===== src/rtl/merger_scheduler.sv =====
// Feeds one fiber per lane into a radix-N merger tree, one merge request at a time.
// Optional perf counters are enabled with `define MERGER_SCHEDULER_PERF_EN.
module merger_scheduler #(
  parameter int COORD_BITS = 32,
  parameter int RADIX      = 2
) (
  input  logic                        clock,
  input  logic                        reset,
  input  logic                        start,
  input  logic [RADIX-1:0]            in_valid,
  input  logic [RADIX*COORD_BITS-1:0] in_coord,
  input  logic [RADIX-1:0]            in_last,
  output logic [RADIX-1:0]            in_ready,
  output logic [RADIX*COORD_BITS-1:0] m_coord_in,
  output logic                        m_selected,
  input  logic [COORD_BITS-1:0]       m_coord,
  input  logic [RADIX-1:0]            m_fetch_next,
  output logic                        out_valid,
  output logic [COORD_BITS-1:0]       out_coord,
  output logic                        out_last,
  input  logic                        out_ready,
  output logic                        busy,
  output logic                        done
`ifdef MERGER_SCHEDULER_PERF_EN
  ,
  output logic [31:0]                 perf_cycles,
  output logic [31:0]                 perf_elems
`endif
);

  localparam logic [COORD_BITS-1:0] SENTINEL = '1;

  typedef enum logic [2:0] {S_IDLE, S_FILL, S_ISSUE, S_CAPTURE, S_DONE} state_t;
  typedef enum logic [1:0] {H_EMPTY, H_VALID, H_EXHAUSTED} head_t;

  state_t                  state_q, state_d;
  head_t                   head_st_q [RADIX];
  head_t                   head_st_d [RADIX];
  logic [COORD_BITS-1:0]   head_coord_q [RADIX];
  logic [COORD_BITS-1:0]   head_coord_d [RADIX];
  logic [RADIX-1:0]        head_last_q, head_last_d;
  logic [COORD_BITS-1:0]   lane_in [RADIX];

  logic                    out_valid_q, out_valid_d;
  logic [COORD_BITS-1:0]   out_coord_q, out_coord_d;
  logic                    out_last_q, out_last_d;

  logic                    accepting;
  logic                    any_empty, any_valid, all_exh, fetch_hit;

  always_comb begin
    for (int i = 0; i < RADIX; i++) begin
      lane_in[i] = in_coord[i*COORD_BITS +: COORD_BITS];
      m_coord_in[i*COORD_BITS +: COORD_BITS] =
        (head_st_q[i] == H_VALID) ? head_coord_q[i] : SENTINEL;
    end
  end

  always_comb begin
    state_d      = state_q;
    head_st_d    = head_st_q;
    head_coord_d = head_coord_q;
    head_last_d  = head_last_q;
    out_valid_d  = out_valid_q;
    out_coord_d  = out_coord_q;
    out_last_d   = out_last_q;
    m_selected   = 1'b0;
    done         = 1'b0;
    in_ready     = '0;
    any_empty    = 1'b0;
    any_valid    = 1'b0;
    all_exh      = 1'b1;
    fetch_hit    = 1'b0;

    accepting = (state_q == S_FILL) || (state_q == S_ISSUE) || (state_q == S_CAPTURE);

    if (out_valid_q && out_ready) begin
      out_valid_d = 1'b0;
    end

    // An all-ones beat marks an empty fiber: the lane retires without producing data.
    for (int i = 0; i < RADIX; i++) begin
      in_ready[i] = accepting && (head_st_q[i] == H_EMPTY);
      if (in_ready[i] && in_valid[i]) begin
        if (lane_in[i] == SENTINEL) begin
          head_st_d[i] = H_EXHAUSTED;
        end else begin
          head_st_d[i]    = H_VALID;
          head_coord_d[i] = lane_in[i];
          head_last_d[i]  = in_last[i];
        end
      end
    end

    case (state_q)
      S_IDLE: begin
        if (start) begin
          state_d = S_FILL;
          for (int i = 0; i < RADIX; i++) head_st_d[i] = H_EMPTY;
        end
      end
      // Decide on the post-acceptance head state so a beat taken here is usable at once.
      S_FILL: begin
        for (int i = 0; i < RADIX; i++) begin
          if (head_st_d[i] == H_EMPTY) any_empty = 1'b1;
          if (head_st_d[i] == H_VALID) any_valid = 1'b1;
        end
        if (!any_empty) state_d = any_valid ? S_ISSUE : S_DONE;
      end
      S_ISSUE: begin
        if (!out_valid_q) begin
          m_selected = 1'b1;
          state_d    = S_CAPTURE;
        end
      end
      S_CAPTURE: begin
        for (int i = 0; i < RADIX; i++) begin
          if (m_fetch_next[i] && head_st_q[i] == H_VALID) begin
            fetch_hit    = 1'b1;
            head_st_d[i] = head_last_q[i] ? H_EXHAUSTED : H_EMPTY;
          end
        end
        for (int i = 0; i < RADIX; i++) begin
          if (head_st_d[i] != H_EXHAUSTED) all_exh = 1'b0;
        end
        if (fetch_hit && m_coord != SENTINEL) begin
          out_valid_d = 1'b1;
          out_coord_d = m_coord;
          out_last_d  = all_exh;
        end
        state_d = S_FILL;
      end
      S_DONE: begin
        if (!out_valid_q) begin
          done    = 1'b1;
          state_d = S_IDLE;
        end
      end
      default: state_d = S_IDLE;
    endcase
  end

  always_ff @(posedge clock) begin
    if (reset) begin
      state_q     <= S_IDLE;
      out_valid_q <= 1'b0;
      out_coord_q <= '0;
      out_last_q  <= 1'b0;
      for (int i = 0; i < RADIX; i++) head_st_q[i] <= H_EMPTY;
    end else begin
      state_q     <= state_d;
      out_valid_q <= out_valid_d;
      out_coord_q <= out_coord_d;
      out_last_q  <= out_last_d;
      head_st_q   <= head_st_d;
    end
  end

  // Head payload is qualified by head state, so it needs no reset.
  always_ff @(posedge clock) begin
    head_coord_q <= head_coord_d;
    head_last_q  <= head_last_d;
  end

  assign out_valid = out_valid_q;
  assign out_coord = out_coord_q;
  assign out_last  = out_last_q;
  assign busy      = (state_q != S_IDLE);

`ifdef MERGER_SCHEDULER_PERF_EN
  logic [31:0] perf_cycles_q, perf_cycles_d;
  logic [31:0] perf_elems_q, perf_elems_d;

  function automatic logic [31:0] sat_inc(input logic [31:0] v);
    return (v == 32'hFFFF_FFFF) ? v : v + 32'd1;
  endfunction

  always_comb begin
    perf_cycles_d = perf_cycles_q;
    perf_elems_d  = perf_elems_q;
    if (state_q == S_IDLE && start) begin
      perf_cycles_d = '0;
      perf_elems_d  = '0;
    end else begin
      if (busy) perf_cycles_d = sat_inc(perf_cycles_q);
      if (out_valid_q && out_ready) perf_elems_d = sat_inc(perf_elems_q);
    end
  end

  always_ff @(posedge clock) begin
    if (reset) begin
      perf_cycles_q <= '0;
      perf_elems_q  <= '0;
    end else begin
      perf_cycles_q <= perf_cycles_d;
      perf_elems_q  <= perf_elems_d;
    end
  end

  assign perf_cycles = perf_cycles_q;
  assign perf_elems  = perf_elems_q;
`endif

endmodule


===== config.mk =====
export PLATFORM = sky130hd
export DESIGN_NAME = merger_scheduler
export DESIGN_NICKNAME = d
export VERILOG_FILES = /design/src/rtl/merger_scheduler.sv
export SDC_FILE = /design/constraint.sdc
export NUM_CORES = 1
export LEC_CHECK = 0
export CAP_MARGIN = 30
export CORE_MARGIN = 5
export CORE_UTILIZATION = 30
export CTS_CLUSTER_SIZE = 8
export DETAILED_ROUTE_END_ITERATION = 8
export HOLD_SLACK_MARGIN = 0.05
export RECOVER_POWER = 25
export SYNTH_ARGS = -nofsm -noshare
export SYNTH_HDL_FRONTEND = slang
export SYNTH_SLANG_ARGS = --single-unit

===== constraint.sdc =====
create_clock -name clock -period 3.45 [get_ports clock]
set_input_delay 0.345 -clock clock [delete_from_list [all_inputs] [get_ports clock]]
set_output_delay 0.345 -clock clock [all_outputs]
set_load 0.02 [all_outputs]

**After elaboration in Yosys (flattened, before gate mapping)**

Index checks and enable logic that the tools add are counted.
Widths: inputs -> output; s select.

- Register bits after elaboration: 107
- Output and inout bits: 103

- Eq/ne operators: 17
- Muxes and demuxes: 37
- Bitwise gates (word level): 2
- Reduce and logical (&&, ||, !) cells: 20

Operator list:

| cell | count |
|---|---|
| $eq 32x32->1 const B | 2 |
| $mux 32 | 2 |
| $ne 32x32->1 const B | 1 |
| $mux 2 | 10 |
| $mux 1 | 17 |
| $mux 3 | 5 |
| $pmux 3 s5 | 1 |
| $ne 2x2->1 const B | 6 |
| $eq 2x1->1 const B | 4 |
| $logic_and 1x1->1 | 8 |
| $logic_not 2->1 | 4 |
| $pmux 4 s2 | 1 |
| $eq 3x2->1 const B | 2 |
| $reduce_and 2->1 | 3 |
| $mux 4 | 1 |
| $reduce_and 4->1 | 1 |
| $eq 3x1->1 const B | 1 |
| $eq 3x3->1 const B | 1 |
| $logic_not 3->1 | 1 |
| $reduce_bool 3->1 | 1 |
| $logic_or 1x1->1 | 2 |
| $not 1->1 | 2 |

**Logic depth before layout (Yosys ltp)**

- Depth in word-level cells: 13
- Gate-level depth with buffers: 7

**Worst setup path before layout**

OpenSTA, ideal clock, no wires.

- Path type: reg-to-reg
- Start: reg state_q[2]
- End: reg state_q[2]
- Setup time: 0.118 ns
- Data arrival time: 2.786 ns
- Data required time: 3.332 ns
- Slack: 0.546 ns
- Stages on the path, launching flop included: 7
- Path buffers: 1
- Clock period less this slack: 2.904 ns
- Path through: dfxtp_1 buf_6 o21ba_4 nand3_2 a21oi_1 nor4_1 o2bb2ai_1

- Cells in the longest elaborated chain, start to end: 13
- Elaborated cells between the ends (all ways): 31
- Classes of those cells: eq/ne: 10; mux: 11; reduce/logical: 10

RTL lines:

| element | RTL line | source |
|---|---|---|
| from (decl) | 36 | `state_t state_q, state_d;` |
| from (signal assigned) | 151 | `state_q <= state_d;` |
| $eq 3x1->1 or $eq 3x2->1 (tied branches) | n/a |  |
| $logic_or 1x1->1 (2 in a row) | 75 | `accepting = (state_q == S_FILL) \|\| (state_q == S_ISSUE) \|\| (state_q == S_CAPTURE);` |
| $logic_and 1x1->1 | 83 | `in_ready[i] = accepting && (head_st_q[i] == H_EMPTY);` |
| $logic_and 1x1->1 | 84 | `if (in_ready[i] && in_valid[i]) begin` |
| $mux 2 | 84 |  |
| $eq 2x1->1 | 106 | `if (head_st_d[i] == H_VALID) any_valid = 1'b1;` |
| $mux 1 (2 in a row) | 106 |  |
| $mux 1 | 95 | `case (state_q)` |
| $mux 3 (2 in a row) | 108 | `if (!any_empty) state_d = any_valid ? S_ISSUE : S_DONE;` |
| $pmux 3 s5 | 95 |  |

Parallel ways exist; a longest one is shown, timed or not. The select of a mux whose other input is x is not followed.
A chain may end at the register's enable or synchronous reset.

**Final worst setup path**

- Start: in in_coord[45]
- End: reg state_q[1]

- Cells in the longest elaborated chain, start to end: 9
- Elaborated cells between the ends (all ways): 14
- Classes of those cells: eq/ne: 3; mux: 9; reduce/logical: 2

RTL lines:

| element | RTL line | source |
|---|---|---|
| from (decl) | 11 | `input logic [RADIX*COORD_BITS-1:0] in_coord,` |
| $eq 32x32->1 * | 85 | `if (lane_in[i] == SENTINEL) begin` |
| $mux 2 * | 85 |  |
| $mux 2 * | 84 |  |
| $eq 2x1->1 | 106 |  |
| $mux 1 | 106 |  |
| $mux 1 | 95 |  |
| $mux 3 (2 in a row) | 108 |  |
| $pmux 3 s5 | 95 |  |

Mark *: on every way between the ends. The rest lies on a longest branch, timed or not. The select of a mux whose other input is x is not followed.

==> metrics.csv <==
stage,metric,value,unit
drt,top_layer,met5,
synthesis,netlist_top_cells_area,"edfxtp_1 46%, dfxtp_1 19%, nand2b_1 9.8%, mux2i_1 7.4%, nor2_1 4.0%",
cts,postCtsResizedCells,0,
floorplan,die_area,0.0170,mm^2
min_path,hp-class,reg -> reg,
power_and_ir_drop,p_leak,2.26,nW
synthesis,yosysTopAreaCell,edfxtp_1,
drt,drt-total-wl,11900,um
drt,vias,3379,
setup_path,critPathLaunchType,input pin,
finish,drive_gt1_share,5.56,%
min_path,min_from,out_coord[3],
drt,viasPerCell,4.55,
setup_path,r2r_start,head_st_q[2],
grt,grt_pass1_wl,18200,um
setup_path,worst_setup_path_end_kind,register,
setup_path,crit_required,3660,ps
floorplan,core_area,0.0144,mm^2
setup_path,worstSetupPathType,in -> reg,
drt,firstDrtPassIters,4,
finish,diodes,0,
timing,rsz0062_at_grt,false,
place,hpwl,9190,um
drt,routedWlPerCell,16.0,um
synthesis,postSynthCellCount,341,
synthesis,syn_avg_cell_area,12.7,um^2
place,place_area,0.00663,mm^2
floorplan,io_pins,209,
cts,cts.path.max_buffers,2,
finish,fill_cells,1309,
grt,grt_pass1_vias,3487,
drt,met3_length,1170,um
timing,fin_tns_setup,0,ps
setup_path,path_max_fanout,18,
cts,cts_made_buffers,9,
synthesis,ys_warn_count,0,
timing,fin_crit_sh,69.3,%
synthesis,ys_seq_elements,107,
finish,nets,659,
finish,final_common_cell,clkdlybuf4s50_1,
synthesis,syn_area,0.00433,mm^2
grt,grt_use_total,13.7,%
synthesis,netlist.area_leader.share,45.7,%
grt,antenna_found_initial,1,
cts,cts.sinks,107,
timing,setup_viol_count_final,0,
finish,multi_input_area,0.00142,mm^2
floorplan,fp.dieW,130,um
finish,layout-area-overhead-vs-synth,58.9,%
timing,final-hold-violation-count,0,
place,port-buffer-count,208,
synthesis,syn-num-nets,447,
cts,cts_tree,done,
outcome,outcome,finished clean,
timing,skew,4.97,ps
drt,drc,0,
power_and_ir_drop,power,2.66,mW
drt,m1WireLength,4660,um
setup_path,crit_start,in_coord[45],
timing,worst_slew_pin_slew,834,ps
drt,wl_met2,5820,um
drt,drt_iter0_drc,96,
grt,grt_max_degree,35,
floorplan,core.rowCount,44,
cts,clk_latency,340,ps
finish,layout_common_cells,"140 x clkdlybuf4s50_1, 68 x nand2b_1, 68 x dlygate4sd3_1, 66 x edfxtp_1, 46 x nor2_1",
finish,seq_area,0.00280,mm^2
cts,cts_setup_buffers,0,
power_and_ir_drop,vdd_drop_max,0.000249,V
floorplan,die_h,130,um
place,place_congestion,0.744,
timing,fmax,418,MHz
drt,antenna_left,0,
floorplan,initial_core_util,30.2,%
cts,clkTransAtPathRegs,70,ps
cts,htree_levels,3,
power_and_ir_drop,pwr_density_cell,386,mW/mm^2
run,cap_viol_max_count,0,
synthesis,seq_area_frac_synth,64.7,%
grt,grt_overflow,0,
cts,clockRootBuffer,clkbuf_16,
synthesis,ys_types,36,
cts,cts_hold_buffers,0,
timing,maxSlewViolCount,0,
setup_path,crit_arrival,2600,ps
timing,fin_crit,2390,ps
finish,utilization,47.9,%
timing,slew_headroom,43.9,%
finish,fin_area,0.00689,mm^2
==> cell type report <==
class | count | area share [%]
clock buffers | 10 | 3.32
multi-input cells | 216 | 20.7
clock inverters | 6 | 0.472
flip-flops and latches | 107 | 40.7
well taps | 184 | 3.34
inverters | 2 | 0.109
repair buffers | 217 | 31.4
==> logic make-up after synthesis <==
family                 Yosys count  synth area share, %
AOI/OAI and AO/OA               18                 3.49
buffers and inverters           18                 3.15
DFF                            107                 64.7
muxes                           32                 7.39
and+or+nand+nor                166                 21.3
==> metrics by stage <==
stage / hold WS, ps / worst slack [ps] / cells
after floorplan: 444 / 546 / 341
after global placement: 472 / 819 / 726
after detailed placement: 484 / 700 / 726
after CTS: 504 / 1090 / 742
after global routing: 533 / 814 / 742
final: 492 / 1060 / 742
==> path summary, 6_finish.rpt <==
check / end / slack (ps) / cells after the start
max: state_q[1] / 1060 / 6
min: out_coord[3] / 490 / 2
max reg2reg: out_last / 1300 / 6
min reg2reg: out_coord[3] / 490 / 2
==> cell usage after synthesis <==
master / number
nand3_2: 1
a31oi_1: 2
a2bb2oi_1: 1
nand2_2: 1
buf_12: 3
a31o_2: 1
nand4_1: 24
and2_1: 1
and2b_2: 2
a41oi_1: 1
inv_1: 2
and2_2: 1
edfxtp_1: 66
or3_1: 2
o2bb2ai_1: 1
dfxtp_1: 41
o22a_1: 1
o32ai_1: 1
nand2_1: 3
o21ba_4: 1
nand3_1: 3
and3_2: 1
o211a_1: 1
a221o_1: 2
nor3b_1: 1
clkbuf_1: 10
nand3b_1: 1
buf_6: 2
nor2_1: 46
a221oi_2: 1
nor4_1: 9
mux2i_1: 32
dlygate4sd1_1: 1
a21oi_1: 5
nand2b_1: 68
nor3_1: 2
==> power breakdown <==
| part | leakage (nW) | total (mW) | switching, mW | internal (mW) |
|---|---|---|---|---|
| Sequential | 0.940 | 1.42 | 0.0100 | 1.41 |
| Combinational | 1.20 | 0.319 | 0.148 | 0.170 |
| Clock | 0.121 | 0.923 | 0.441 | 0.482 |
==> registers in the layout, indices dropped and copies added (netlist names) <==
name,count
head_coord_q,64
out_coord,32
head_st_q,4
state_q,3
head_last_q,2
out_last,1
out_valid,1
==> worst max-delay path, stage by stage <==
cell and delay (ps):
dlygate4sd3_1 560, nand4_1 130, nor4_1 730, a21oi_4 310, nor4_1 380, o32ai_1 150
==> per-layer routing <==
metal | up-vias | GRT usage (%)
met5 | - | 0
met4 | 2 | 5.20
met3 | 19 | 4.50
met2 | 136 | 23.1
met1 | 1565 | 16.4
li1 | 1657 | -
(Power assumes the default switching activity.)
